File: config.mk
export PLATFORM = sky130hd
export DESIGN_NAME = bcd_seg_scanner
export DESIGN_NICKNAME = d
export VERILOG_FILES = /design/src/rtl/seg_scan_pkg.sv /design/src/rtl/bcd_to_7seg.sv /design/src/rtl/bcd_seg_scanner.sv
export SDC_FILE = /design/constraint.sdc
export NUM_CORES = 1
export LEC_CHECK = 0
export ABC_AREA = 1
export BUFFER_PORTS_ARGS = -buffer_cell sky130_fd_sc_hd__buf_2
export CELL_PAD_IN_SITES_DETAIL_PLACEMENT = 1
export CELL_PAD_IN_SITES_GLOBAL_PLACEMENT = 1
export CORE_UTILIZATION = 43
export DETAILED_ROUTE_END_ITERATION = 10
export PLACE_DENSITY_LB_ADDON = 0.2
export SETUP_SLACK_MARGIN = 0.3
export SYNTH_ARGS = -nofsm -noshare
export SYNTH_HDL_FRONTEND = slang
export SYNTH_SLANG_ARGS = --single-unit
File: constraint.sdc
create_clock -name clk_i -period 3 [get_ports clk_i]
set_input_delay 0.15 -clock clk_i [delete_from_list [all_inputs] [get_ports clk_i]]
set_output_delay 0.15 -clock clk_i [all_outputs]
set_load 0.05 [all_outputs]
File: src/rtl/seg_scan_pkg.sv
// ============================================================================
// Module      : seg_scan_pkg
// Description : Shared constants and width helpers for the BCD display scanner.
// Revision    : 1.0 - initial release
// ============================================================================
`default_nettype none

package seg_scan_pkg;

    localparam logic [6:0] SEG_OFF  = 7'h00;
    localparam logic [6:0] SEG_DASH = 7'h40;

    // Active-high g..a patterns, entry 15 first; codes 10..15 render as a dash.
    localparam logic [15:0][6:0] SEG_TABLE = {
        SEG_DASH, SEG_DASH, SEG_DASH, SEG_DASH, SEG_DASH, SEG_DASH,
        7'h6F, 7'h7F, 7'h07, 7'h7D, 7'h6D,
        7'h66, 7'h4F, 7'h5B, 7'h06, 7'h3F
    };

    function automatic int cnt_width(input int refresh_div);
        return (refresh_div > 1) ? $clog2(refresh_div) : 1;
    endfunction

    function automatic int idx_width(input int num_digits);
        return (num_digits > 1) ? $clog2(num_digits) : 1;
    endfunction

endpackage

`default_nettype wire

File: src/rtl/bcd_to_7seg.sv
// ============================================================================
// Module      : bcd_to_7seg
// Description : Combinational BCD to active-high 7-segment decoder.
// Revision    : 1.0 - initial release
// ============================================================================
`default_nettype none

module bcd_to_7seg
    import seg_scan_pkg::*;
(
    input  logic [3:0] bcd_i,
    output logic [6:0] seg_o
);

    assign seg_o = SEG_TABLE[bcd_i];

endmodule

`default_nettype wire

File: src/rtl/bcd_seg_scanner.sv
// ============================================================================
// Module      : bcd_seg_scanner
// Description : Time-multiplexed 7-segment scanner with frame snapshot,
//               leading-zero blanking and anti-ghosting blank interval.
// Revision    : 1.0 - initial release
// ============================================================================
`default_nettype none

module bcd_seg_scanner
    import seg_scan_pkg::*;
#(
    parameter int NUM_DIGITS  = 4,
    parameter int REFRESH_DIV = 1000,
    parameter int BLANK_CYC   = 16,
    parameter bit ACTIVE_LOW  = 1'b1
)
(
    input  logic                    clk_i,
    input  logic                    rst_i,
    input  logic [4*NUM_DIGITS-1:0] digits_i,
    input  logic [NUM_DIGITS-1:0]   dp_i,
    input  logic                    blank_lz_i,
    output logic [6:0]              seg_o,
    output logic                    dp_o,
    output logic [NUM_DIGITS-1:0]   an_o,
    output logic                    frame_o
);

    localparam int CW = cnt_width(REFRESH_DIV);
    localparam int IW = idx_width(NUM_DIGITS);

    localparam logic [CW-1:0]         c_CNT_LAST  = CW'(REFRESH_DIV - 1);
    localparam logic [CW-1:0]         c_BLANK_END = CW'(BLANK_CYC);
    localparam logic [IW-1:0]         c_IDX_LAST  = IW'(NUM_DIGITS - 1);
    localparam logic [6:0]            c_SEG_POL   = {7{ACTIVE_LOW}};
    localparam logic [NUM_DIGITS-1:0] c_AN_POL    = {NUM_DIGITS{ACTIVE_LOW}};

    logic [CW-1:0]           r_cnt;
    logic [IW-1:0]           r_idx;
    logic [4*NUM_DIGITS-1:0] r_digits;
    logic [NUM_DIGITS-1:0]   r_dp;
    logic                    r_blank_lz;
    logic [6:0]              r_seg;
    logic                    r_dp_out;
    logic [NUM_DIGITS-1:0]   r_an;
    logic                    r_frame;

    logic                    w_cnt_last;
    logic                    w_idx_last;
    logic                    w_frame_start;
    logic [3:0]              w_digit;
    logic                    w_digit_dp;
    logic [NUM_DIGITS-1:0]   w_an_sel;
    logic [NUM_DIGITS-1:0]   w_lz_mask;
    logic                    w_zero_run;
    logic                    w_show;
    logic [6:0]              w_seg_dec;

    assign w_cnt_last    = (r_cnt == c_CNT_LAST);
    assign w_idx_last    = (r_idx == c_IDX_LAST);
    assign w_frame_start = (r_cnt == '0) && (r_idx == '0);

    always_ff @(posedge clk_i) begin
        if (rst_i) begin
            r_cnt <= '0;
            r_idx <= '0;
        end else if (w_cnt_last) begin
            r_cnt <= '0;
            r_idx <= w_idx_last ? '0 : r_idx + 1'b1;
        end else begin
            r_cnt <= r_cnt + 1'b1;
        end
    end

    // The snapshot only changes while the whole display is in its blank interval.
    always_ff @(posedge clk_i) begin
        if (rst_i) begin
            r_digits   <= '0;
            r_dp       <= '0;
            r_blank_lz <= 1'b0;
        end else if (w_frame_start) begin
            r_digits   <= digits_i;
            r_dp       <= dp_i;
            r_blank_lz <= blank_lz_i;
        end
    end

    always_comb begin
        w_digit    = 4'h0;
        w_digit_dp = 1'b0;
        w_an_sel   = '0;
        for (int k = 0; k < NUM_DIGITS; k++) begin
            if (r_idx == IW'(k)) begin
                w_digit     = r_digits[4*k +: 4];
                w_digit_dp  = r_dp[k];
                w_an_sel[k] = 1'b1;
            end
        end
    end

    // Walk down from the most significant digit; a digit is blanked while the run of zeros holds.
    always_comb begin
        w_lz_mask  = '0;
        w_zero_run = 1'b1;
        for (int k = NUM_DIGITS - 1; k >= 1; k--) begin
            w_zero_run   = w_zero_run & (r_digits[4*k +: 4] == 4'h0);
            w_lz_mask[k] = r_blank_lz & w_zero_run;
        end
    end

    bcd_to_7seg u_dec (
        .bcd_i (w_digit),
        .seg_o (w_seg_dec)
    );

    assign w_show = (r_cnt >= c_BLANK_END) && ((w_lz_mask & w_an_sel) == '0);

    always_ff @(posedge clk_i) begin
        if (rst_i) begin
            r_seg    <= SEG_OFF ^ c_SEG_POL;
            r_dp_out <= ACTIVE_LOW;
            r_an     <= c_AN_POL;
            r_frame  <= 1'b0;
        end else begin
            r_seg    <= (w_show ? w_seg_dec : SEG_OFF) ^ c_SEG_POL;
            r_dp_out <= (w_show & w_digit_dp) ^ ACTIVE_LOW;
            r_an     <= (w_show ? w_an_sel : '0) ^ c_AN_POL;
            r_frame  <= w_cnt_last & w_idx_last;
        end
    end

    assign seg_o   = r_seg;
    assign dp_o    = r_dp_out;
    assign an_o    = r_an;
    assign frame_o = r_frame;

endmodule

`default_nettype wire

After elaboration in Yosys (flattened, before gate mapping) --
Memory sizes are Yosys's and may differ from the RTL's. Cells that the tools add are included.
Storage, ports and cells: memories kept 1, output and inout bits 13, bits of input ports 23, bits in registers 46, ROM bits 112
Memory list:
- (name not given) | words 16, width 7, rd ports 1, clocked after Yosys merged registers in 0, write ports 0, RTL line bcd_to_7seg.sv:15 | assign seg_o = SEG_TABLE[bcd_i];
Operators by class: equal/unequal tests 4, $add $sub $neg 2, reduce and logical (&&, ||, !) cells 9, muxes and demuxes 16, bitwise logic cells 11, $lt $le $gt $ge 2
Operators by type and width (count):
- $mux W4 | 5
- $logic_not A4 Y1 | 4
- $mux W7 | 2
- $add A10 B1 Y10 const B | 1
- $eq A10 B10 Y1 const B | 1
- $ge A10 B5 Y1 const B | 1
- $logic_not A10 Y1 | 1
- $mux W1 | 8
- $and A1 B1 Y1 | 7
- $not A7 Y7 | 1
- $lt A4 B5 Y1 const B | 1
- $and A4 B4 Y4 | 1
- $eq A2 B2 Y1 const B | 2
- $not A4 Y4 | 1
- $add A2 B1 Y2 const B | 1
- $eq A2 B1 Y1 const B | 1
- $logic_and A1 B1 Y1 | 2
- $logic_not A2 Y1 | 1
- $mux W2 | 1
- $reduce_or A2 Y1 | 1
- $not A1 Y1 | 1

Depth between registers and ports, before layout --
Gate-level depths: netlist (run 1).
depth in word-level cells 9, depth in mapped cells 13

Hierarchy --
From an unflattened synthesis (run 1), not the netlist that was laid out.
Second synthesis, totals: cells, all modules 366, area total of the unflattened synthesis 2404.8 µm²
Modules (own cells, without submodules):
- bcd_seg_scanner | instances 1, sequential area each 920.9 µm², area an instance 2212.1 µm², cells each 330
- bcd_to_7seg | instances 1, sequential area each 0.0 µm², area an instance 192.7 µm², cells each 36

Least setup slack after synthesis (run 1) --
No wires, ideal clock.
path type register to register, start register r_idx[0], end register r_seg[0] (netlist: seg_o[0]), buffers on the path 1, slack 1.144 ns, arrival 1.735 ns, cell stages (with the launch flop) 13, data required time 2.879 ns, period minus slack after synthesis 1.856 ns, cell sequence dfxtp_1 -> inv_1 -> ha_1 -> buf_4 -> a21oi_1 -> nand2_1 -> a21boi_1 -> inv_1 -> ha_1 -> inv_1 -> nand3_1 -> nand3_1 -> nand3_1
On the way: cells in the longest elaborated chain, start to end 9, elaborated cells on any way between the ends 19, those cells by class eq/ne (3); mux (10); bitwise (2); reduce/logical (3); memory (1)
RTL lines:
- start: declaration | RTL line bcd_seg_scanner.sv:39 | logic [IW-1:0] r_idx;
- start signal: assignment | RTL line bcd_seg_scanner.sv:69 | r_idx <= w_idx_last ? '0 : r_idx + 1'b1;
- $logic_not A2 Y1 | RTL line bcd_seg_scanner.sv:93 | if (r_idx == IW'(k)) begin
- $mux W4 (4 in series) | RTL line bcd_seg_scanner.sv:93
- $mem_v2 Z16 W7
- $mux W7 (implied by the code) | RTL line bcd_to_7seg.sv:15
- $mux W7 (*) | RTL line bcd_seg_scanner.sv:125 | r_seg <= (w_show ? w_seg_dec : SEG_OFF) ^ c_SEG_POL;
- $not A7 Y7 (no source line) (*)
- end signal: assignment | RTL line bcd_seg_scanner.sv:120 | r_seg <= SEG_OFF ^ c_SEG_POL;
- end signal: assignment | RTL line bcd_seg_scanner.sv:125
- end: declaration | RTL line bcd_seg_scanner.sv:43 | logic [6:0] r_seg;
Every way passes the cells marked *; elsewhere a longest branch is shown, timed or not. The select of a mux whose other input is x is not followed. A chain may end at the register's enable or synchronous reset.

Worst setup path in the final report (run 1) --
Same ends and word-level chain as after synthesis.

==> flow_summary.json, run 1 <==
{
  "htree_levels": 2,
  "min_from": "rst_i",
  "cts_hold_buf": 0,
  "antenna_cells": 0,
  "route.met3.wl_um": 167,
  "yosysSeqAreaShare_pct": 43.0,
  "tightest_slew_ns": 0.540,
  "antenna_found_initial": 0,
  "crit_path_end_kind": "register",
  "wirelength_mm": 4.81,
  "final_util_pct": 51.9,
  "detail_route.vias_per_cell": 4.74,
  "hpwlAfterDp_mm": 3.69,
  "placed_area_um2": 2360,
  "setup_viol": 0,
  "synth_top_area_share_pct": 43.0,
  "firstDrtPassIters": 4,
  "die_y_um": 72.6,
  "cp.required_ns": 3.17,
  "cts.sinks": 46,
  "postCtsSetupBuffers": 0,
  "internal_power_uw": 947,
  "ys_top_cells_by_area": "dfxtp_1 (43%), nand2_1 (9.1%), inv_1 (6.5%)",
  "r2r_start": "r_idx[0]",
  "numPortBuffers": 35,
  "core_area_um2": 4750,
  "wl_met2_mm": 2.27,
  "async_flop_share_pct": 0,
  "cts_root_buf": "clkbuf_8",
  "syn_area_um2": 2140,
  "timing.rr.end": "seg_o[0]",
  "syn2layout_area_growth_pct": 15.2,
  "cts_buffers": 5,
  "cts.repair.resized": 0,
  "synth-edff-count": 0,
  "hp-class": "input port to register",
  "hold_path_end": "r_cnt[2]",
  "yosys_warnings": 0,
  "top_layer_used": "met4",
  "grt_util_all_layers_pct": 20.4,
  "first_iter_violations": 82,
  "ios": 36,
  "num_vias": 1871,
  "pwr-share-seq_pct": 51.9,
  "relSlewSlack_pct": 63.9,
  "n_fill_cell": 624,
  "routedWlPerCell_um": 12.2,
  "synth_most_common_cell": "nand2_1",
  "p_per_area_nw_per_um2": 524,
  "syn-num-nets": 326,
  "finalCriticalPeriod_ns": 2.17,
  "p_comb_share_pct": 14.5,
  "synth_cell_types": 25,
  "synth_commonest_cells": "nand2_1 (52), dfxtp_1 (46), inv_1 (37)",
  "drv_cap": 0,
  "grt_max_degree": 35,
  "ir_drop_mv": 0.255,
  "final-max-slew-violation-count": 0,
  "final_layout_size_suffix_gt1_share_pct": 18.9,
  "worstHoldPathCells": 2,
  "die_w_um": 72.6,
  "path_max_fanout": 9,
  "yosys.area.top_type": "dfxtp_1",
  "rows": 25,
  "nets": 361,
  "rrSetupSlack_ns": 0.83,
  "wl_met1_mm": 2.29,
  "fin_crit_sh_pct": 72.3,
  "fmax_ghz": 0.461,
  "cts.clk_slew.worst_paths_ns": 0.08,
  "grt_pass1_wl_mm": 8.17,
  "die_area_um2": 5270,
  "ff2ff_path_depth": 11,
  "place_congestion": 0.804,
  "clkPwrFrac_pct": 33.6,
  "tns_ns": 0,
  "p_leak_uw": 0.00112,
  "tritoncts": "yes",
  "ys_seq_elements": 46,
  "switchingPower_uw": 347,
  "ctsLongestPathBuffers": 2,
  "rsz0062_at_grt": "false",
  "clock_latency_ns": 0.30,
  "avgSynthCellArea_um2": 7.34,
  "netSwitchingFraction_pct": 26.8,
  "grt_pass1_vias": 1837,
  "drcViolationCount": 0,
  "hold_violations": 0,
  "antenna_left": 0,
  "status": "finished, final reports clean",
  "synthFlopType": "dfxtp_1",
  "overflow": 0,
  "cp-start-kind": "register",
  "postSynthCellCount": 292,
  "stdcell_area_um2": 2470,
  "start_util_pct": 45.1,
  "clock_skew_ns": 0.00664,
  "cp.arrival_ns": 2.34,
  "path_class": "register to register"
}
## cells in the final DEF, fill, tap and decap left out
master    instances
nor2_1           34
inv_2             3
a21oi_1          24
nor3_1            8
nand4_2           1
nor3_2            3
clkinv_1          1
clkbuf_8          8
buf_2            35
a21oi_2           1
o21ai_1           6
inv_1            37
dfxtp_1          46
a21boi_1          1
buf_4             1
o21ai_0          20
nor2_4            1
o21ai_2           1
nand2_1          52
nand2_2           8
ha_1             11
or2_0             3
a22oi_1           1
nand3_1          22
## worst max-delay path by stage
stage | start | to | slack, ns | cells after the start
global route | r_idx[0] | seg_o[3] | 0.64 | 11
floorplan | r_idx[0] | seg_o[0] | 1.14 | 12
global placement | r_idx[0] | seg_o[3] | 0.89 | 11
detailed placement | r_idx[0] | seg_o[0] | 0.83 | 11
finish | r_idx[0] | seg_o[0] | 0.83 | 11
CTS | r_idx[0] | seg_o[0] | 0.81 | 11
## layout make-up
cell class | count | area, um2 | area share, %
inverter | 41 | 154 | 6.24
clock buffer | 8 | 110 | 4.46
tap | 67 | 83.8 | 3.40
timing repair buffer | 36 | 183 | 7.40
sequential | 46 | 921 | 37.3
multi-input combinational | 197 | 1020 | 41.2
## routing by layer
layer	up-vias	global-route usage, %
li1	994	-
met1	840	24.9
met2	31	34.8
met3	6	4.97
met4	0	7.84
met5	-	0
## logic make-up (layout without fill, tap and decap cells)
group	Yosys count	count (layout)	synth area share [%]
AO/OA/AOI/OAI	54	54	13.2
adder cells (fa/ha/maj)	11	11	6.43
buffers and inverters	49	85	9.58
flip-flops	46	46	43.0
AND/OR/NAND/NOR	132	132	27.8
## power groups by stage
stage	combinational (uW)	clock (uW)	sequential, uW
4_1_cts	190	447	672
3_3_place_gp	180	0	684
5_1_grt	219	472	675
3_5_place_dp	188	0	686
6_report	187	435	671
2_1_floorplan	143	0	678
## through the flow
| stage | hold WS, ns | power (uW) | instances | setup slack, ns |
|---|---|---|---|---|
| floorplan | 0.227 | 821 | 292 | 1.14 |
| global route | 0.0374 | 1370 | 395 | 0.635 |
| CTS | 0.0368 | 1310 | 395 | 0.812 |
| finish | 0.0461 | 1290 | 395 | 0.831 |
| detailed placement | 0.364 | 874 | 387 | 0.831 |
| global placement | 0.353 | 864 | 387 | 0.892 |
## flip-flops by register name (all words and copies together) (netlist names)
| signal | flops |
|---|---|
| r_idx | 2 |
| an_o | 4 |
| r_blank_lz | 1 |
| r_cnt | 10 |
| dp_o | 1 |
| seg_o | 7 |
| r_digits | 16 |
| frame_o | 1 |
| r_dp | 4 |
## worst max-delay path, cell delays in order (launching register included)
cell	delay (ns)
dfxtp_1	0.36
inv_1	0.09
ha_1	0.32
a21oi_1	0.16
nand2_1	0.08
a21boi_1	0.34
inv_1	0.13
ha_1	0.21
inv_1	0.05
nand3_1	0.10
nand3_1	0.11
nand3_1	0.08
(Power assumes the default switching activity.)
==> run 2: changes to the inputs <==
--- a/config.mk
+++ b/config.mk
@@ -5,11 +5,11 @@
 export SDC_FILE = /design/constraint.sdc
 export NUM_CORES = 1
 export LEC_CHECK = 0
-export ABC_AREA = 1
+export ABC_AREA = 0
 export BUFFER_PORTS_ARGS = -buffer_cell sky130_fd_sc_hd__buf_2
 export CELL_PAD_IN_SITES_DETAIL_PLACEMENT = 1
 export CELL_PAD_IN_SITES_GLOBAL_PLACEMENT = 1
-export CORE_UTILIZATION = 43
+export CORE_UTILIZATION = 42
 export DETAILED_ROUTE_END_ITERATION = 10
 export PLACE_DENSITY_LB_ADDON = 0.2
 export SETUP_SLACK_MARGIN = 0.3
==> constraint.sdc (replaced) <==
create_clock -name clk_i -period 2.1 [get_ports clk_i]
set_input_delay 0.105 -clock clk_i [delete_from_list [all_inputs] [get_ports clk_i]]
set_output_delay 0.105 -clock clk_i [all_outputs]
set_load 0.05 [all_outputs]
==> flow_summary.json, run 2 <==
{
  "status": "finished, final reports clean",
  "cts.sinks": 46,
  "path_class": "register to register",
  "cts_buffers": 5,
  "routedWlPerCell_um": 19.2,
  "top_layer_used": "met4",
  "place_congestion": 0.824,
  "layout_commonest_cell": "dfxtp_1",
  "detail_route.vias_per_cell": 5.34,
  "synth_top_area_share_pct": 42.5,
  "synthFlopType": "dfxtp_1",
  "yosysSeqAreaShare_pct": 42.5,
  "ios": 36,
  "tritoncts": "yes",
  "hp-class": "input port to register",
  "core_area_um2": 4850,
  "die_w_um": 73.8,
  "syn2layout_area_growth_pct": 35.6,
  "final_layout_size_suffix_gt1_share_pct": 42.0,
  "overflow": 0,
  "place_ws_ns": 0.0595,
  "first_iter_violations": 50,
  "yosys_warnings": 0,
  "cpPeakStageDelay_ns": 0.47,
  "ir_drop_mv": 0.402,
  "die_area_um2": 5450,
  "syn_area_um2": 2170,
  "numPortBuffers": 35,
  "cp.arrival_ns": 2.22,
  "drcViolationCount": 0,
  "drv_cap": 0,
  "rsz0062_at_grt": "true",
  "multi_input_area_um2": 1340,
  "htree_levels": 2,
  "nets": 321,
  "final-max-slew-violation-count": 0,
  "crit_slowest_cell": "or4b_4",
  "grt_pass1_vias": 1795,
  "fin_crit_sh_pct": 94.4,
  "fin_ws_ns": 0.117,
  "synth_commonest_cells": "dfxtp_1 (46), nor2_1 (39), mux2i_1 (25)",
  "start_util_pct": 44.7,
  "tns_ns": 0,
  "async_flop_share_pct": 0,
  "worst_path_most_repeated_cell": "buf_6",
  "wl_met1_mm": 2.95,
  "num_vias": 1895,
  "top_register": "r_digits",
  "path_cells": "inv_4 -> ha_4 -> buf_6 -> or4b_4 -> o21ai_2 -> a21oi_1 -> buf_4 -> buf_6 -> o21ai_1",
  "cts.clk_slew.worst_paths_ns": 0.09,
  "cts_root_buf": "clkbuf_8",
  "clock_skew_ns": 0.0100,
  "avgSynthCellArea_um2": 9.71,
  "mostFrequentLayoutCells": "dfxtp_1 (44), nor2_1 (37), buf_2 (35), buf_4 (27), mux2i_1 (24)",
  "fmax_ghz": 0.504,
  "n_fill_cell": 526,
  "hold_violations": 0,
  "die_y_um": 73.8,
  "clock_latency_ns": 0.31,
  "p_per_area_nw_per_um2": 642,
  "route.met3.wl_um": 317,
  "finalCriticalPeriod_ns": 1.98,
  "postSynthCellCount": 223,
  "wirelength_mm": 6.81,
  "p_leak_uw": 0.00124,
  "tightest_slew_ns": 0.529,
  "antenna_found_initial": 0,
  "ctsLongestPathBuffers": 2,
  "setup_viol": 0,
  "relSlewSlack_pct": 64.7,
  "grt_util_all_layers_pct": 21.0,
  "ys_top_cells_by_area": "dfxtp_1 (43%), mux2i_1 (12%), nor2_1 (6.8%)",
  "ys_seq_elements": 46,
  "cp.required_ns": 2.33,
  "yosys.area.top_type": "dfxtp_1",
  "grt_pass1_wl_mm": 8.56,
  "antenna_left": 0,
  "firstDrtPassIters": 4,
  "synth-edff-count": 0,
  "synth_most_common_cell": "dfxtp_1",
  "rows": 25,
  "synth_cell_types": 53,
  "crit_path_end_kind": "register",
  "register_area_um2": 928,
  "largest_register_ffs": 16,
  "grt_max_degree": 29,
  "cp-start-kind": "register",
  "hpwlAfterDp_mm": 3.53,
  "antenna_cells": 0,
  "path_max_fanout": 6,
  "wl_met2_mm": 3.33,
  "syn-num-nets": 257
}
-- run 2: cell types whose count changed in the layout (fill, tap and decap cells not counted), moves of 6 or more --
cell | previous run | this run
mux2i_1 | 0 | 24
ha_4 | 0 | 6
buf_4 | 1 | 27
ha_1 | 11 | 4
nand2_1 | 52 | 8
a21oi_1 | 24 | 3
o21ai_0 | 20 | 0
nand2_2 | 8 | 1
inv_1 | 37 | 4
nand3_1 | 22 | 4
-- run 2: final cells by class --
type | instances | area share [%]
Tap cell | 67 | 2.85
Multi-Input combinational cell | 157 | 45.6
Clock buffer | 6 | 2.81
Inverter | 9 | 1.24
Clock inverter | 2 | 0.426
Sequential cell | 46 | 31.6
Timing Repair Buffer | 68 | 15.5
-- run 2: what timing repair did --
action | in CTS | in global routing
setup buffers | 6 | 20
setup endpoints to repair | 10 | 12
gates cloned | 0 | 0
pin swaps | 4 | 17
gates resized for setup | 14 | 33
hold buffers | 0 | 0
-- run 2: power breakdown --
group / total, uW / switching [uW] / internal (uW) / leakage (uW)
registers: 960 / 46.1 / 914 / 0.000377
clock network: 578 / 313 / 265 / 0.0000472
logic: 348 / 176 / 172 / 0.000819
total: 1890 / 535 / 1350 / 0.00124
-- run 2: cell families (layout without fill, tap and decap cells) --
family | after synthesis | after routing | synth area share (%)
flops | 46 | 46 | 42.5
simple gates | 86 | 86 | 21.1
buf+inv | 20 | 85 | 4.16
compound gates | 27 | 27 | 11.0
xor+xnor | 8 | 8 | 3.23
mux | 25 | 25 | 11.6
fa+ha+maj | 11 | 11 | 6.35
-- run 2: through the flow --
step	instances	hold WS, ns	util, %	cell area, um2	power [uW]
after floorplan	223	0.249	-	2200	1170
after global placement	321	0.334	50.5	2450	1240
after detailed placement	321	0.343	50.5	2450	1250
after CTS	335	0.0223	54.9	2660	1820
after global routing	355	0.0405	60.6	2940	1960
final	355	0.0251	60.6	2940	1890
-- run 2: path summary, 6_finish.rpt --
kind / startpoint / end / slack [ns] / cells after the start
setup reg to reg: r_idx[1] / seg_o[4] / 0.12 / 9
setup / recovery: r_idx[1] / seg_o[4] / 0.12 / 9
hold reg to reg: r_cnt[0] / r_cnt[0] / 0.48 / 1
hold / removal: dp_i[3] / r_dp[3] / 0.03 / 3
-- run 2: critical path: cells and delay by family, from the launching register on --
family	cells	cell delay, ns
fa+ha+maj	1	0.18
simple gates	1	0.47
flops	1	0.38
compound gates	3	0.34
buf+inv	4	0.55
-- run 2: routing by layer --
metal / track usage, % / up-vias
met5: 0 / -
met4: 8.55 / 0
met3: 4.39 / 19
met2: 34.9 / 64
met1: 26.3 / 914
li1: - / 898
==> run 3: changes to the inputs <==
--- a/config.mk
+++ b/config.mk
@@ -9,10 +9,11 @@
 export BUFFER_PORTS_ARGS = -buffer_cell sky130_fd_sc_hd__buf_2
 export CELL_PAD_IN_SITES_DETAIL_PLACEMENT = 1
 export CELL_PAD_IN_SITES_GLOBAL_PLACEMENT = 1
+export CORE_ASPECT_RATIO = 1.5
 export CORE_UTILIZATION = 42
 export DETAILED_ROUTE_END_ITERATION = 10
 export PLACE_DENSITY_LB_ADDON = 0.2
-export SETUP_SLACK_MARGIN = 0.3
+export SETUP_SLACK_MARGIN = 0.1
 export SYNTH_ARGS = -nofsm -noshare
 export SYNTH_HDL_FRONTEND = slang
 export SYNTH_SLANG_ARGS = --single-unit
==> flow_summary.json, run 3 (same netlist as run 2, synthesis figures left out) <==
{
  "status": "finished, final reports clean",
  "numPortBuffers": 35,
  "internal_power_uw": 1580,
  "cp.arrival_ns": 2.25,
  "mostFrequentLayoutCells": "dfxtp_1 (44), nor2_1 (38), buf_2 (35), mux2i_1 (24), buf_4 (19)",
  "clock_skew_ns": 0.00245,
  "fin_crit_sh_pct": 95.8,
  "drcViolationCount": 0,
  "p_leak_uw": 0.00119,
  "cp.required_ns": 2.34,
  "route.met3.wl_um": 161,
  "wirelength_mm": 5.88,
  "top_register": "r_digits",
  "crit_path_end_kind": "register",
  "top_layer_used": "met4",
  "setup_viol": 0,
  "cp-start-kind": "register",
  "tightest_slew_ns": 0.519,
  "place_congestion": 0.842,
  "hold_slack_ns": 0.0283,
  "layout_commonest_cell": "dfxtp_1",
  "crit_slowest_cell": "or4b_4",
  "hpwlAfterDp_mm": 3.80,
  "start_util_pct": 44.3,
  "fin_ws_ns": 0.0888,
  "cts.clk_slew.worst_paths_ns": 0.08,
  "path_max_fanout": 7,
  "antenna_left": 0,
  "hold_violations": 0,
  "syn2layout_area_growth_pct": 30.5,
  "routedWlPerCell_um": 17.2,
  "final_util_pct": 57.8,
  "hp-class": "input port to register",
  "pwr-share-seq_pct": 45.8,
  "largest_register_ffs": 16,
  "rsz0062_at_grt": "true",
  "path_cells": "inv_4 -> ha_4 -> buf_4 -> or4b_4 -> o21ai_4 -> a21oi_2 -> buf_4 -> buf_4 -> o21ai_1",
  "place_inst": 320,
  "cts_hold_buf": 0,
  "grt_pass1_wl_mm": 8.63,
  "p_per_area_nw_per_um2": 739,
  "cpPeakStageDelay_ns": 0.48,
  "tritoncts": "yes",
  "switchingPower_uw": 508,
  "path_class": "register to register",
  "htree_levels": 2,
  "die_area_um2": 5450,
  "num_vias": 1814,
  "cts_root_buf": "clkbuf_8",
  "antenna_cells": 0,
  "p_comb_share_pct": 15.3,
  "die_y_um": 90.0,
  "wl_met1_mm": 2.29,
  "ctsLongestPathBuffers": 2,
  "core_area_um2": 4890,
  "rows": 31,
  "ir_drop_mv": 0.421,
  "final-max-slew-violation-count": 0,
  "grt_max_degree": 29,
  "drv_cap": 0,
  "ios": 36,
  "grt_pass1_vias": 1860,
  "nets": 308,
  "fin_cells": 341,
  "place_ws_ns": -0.0899,
  "finalCriticalPeriod_ns": 2.01,
  "cts_buffers": 5,
  "clkPwrFrac_pct": 38.9,
  "relSlewSlack_pct": 65.4,
  "fmax_ghz": 0.497,
  "final_layout_size_suffix_gt1_share_pct": 36.4,
  "clock_latency_ns": 0.30,
  "detail_route.vias_per_cell": 5.32,
  "cts.sinks": 46,
  "die_w_um": 60.6,
  "grt_util_all_layers_pct": 21.2,
  "overflow": 0,
  "first_iter_violations": 54,
  "firstDrtPassIters": 4,
  "antenna_found_initial": 0,
  "wl_met2_mm": 3.24,
  "netSwitchingFraction_pct": 24.3,
  "worst_path_most_repeated_cell": "buf_4",
  "tns_ns": 0
}
-- run 3: cell count changes in the layout (fill, tap and decap cells not counted), sizes merged --
cell and change:
buf -13, clkinvlp -1, bufinv +2, clkinv -1
-- run 3: cell type report --
type                       count  area, um2
multi-input combinational    157       1300
tap                           66       82.6
clock buffer                   6       82.6
clock inverter                 2       60.1
fill                         570       2060
inverter                       9       36.3
sequential                    46        928
timing repair buffer          55        338
-- run 3: stage by stage --
stage	power, uW	area, um2
3_5_place_dp	1260	2440
2_1_floorplan	1160	2170
3_3_place_gp	1250	2440
6_report	2090	2830
4_1_cts	2050	2670
5_1_grt	2170	2830
-- run 3: worst paths after layout --
path | from | endpoint | slack, ns | cells after the start
setup / recovery | r_idx[1] | seg_o[4] | 0.09 | 9
hold / removal | digits_i[14] | r_digits[14] | 0.03 | 3
setup reg to reg | r_idx[1] | seg_o[4] | 0.09 | 9
hold reg to reg | r_cnt[0] | r_cnt[0] | 0.47 | 1
-- run 3: power groups by stage --
stage | registers (uW) | clock network [uW] | logic, uW
after detailed placement | 977 | 0 | 284
after CTS | 956 | 812 | 285
final | 956 | 812 | 320
after global routing | 961 | 861 | 350
after floorplan | 961 | 0 | 201
after global placement | 976 | 0 | 275
-- run 3: worst max-delay path: cells and delay by family (launching register included) --
kind	cells	cell delay [ns]
flops	1	0.37
buf+inv	4	0.55
compound gates	3	0.38
fa+ha+maj	1	0.15
simple gates	1	0.48
-- run 3: what timing repair did --
action | CTS | global route
pin swaps | 2 | 10
setup buffers | 3 | 10
gates resized for setup | 13 | 21
endpoints found under the setup margin | 6 | 9
-- run 3: routing by layer --
metal / track usage [%] / up-vias
met1: 23.4 / 888
li1: - / 877
met3: 4.17 / 14
met2: 37.2 / 35
met5: 0 / -
met4: 9.66 / 0
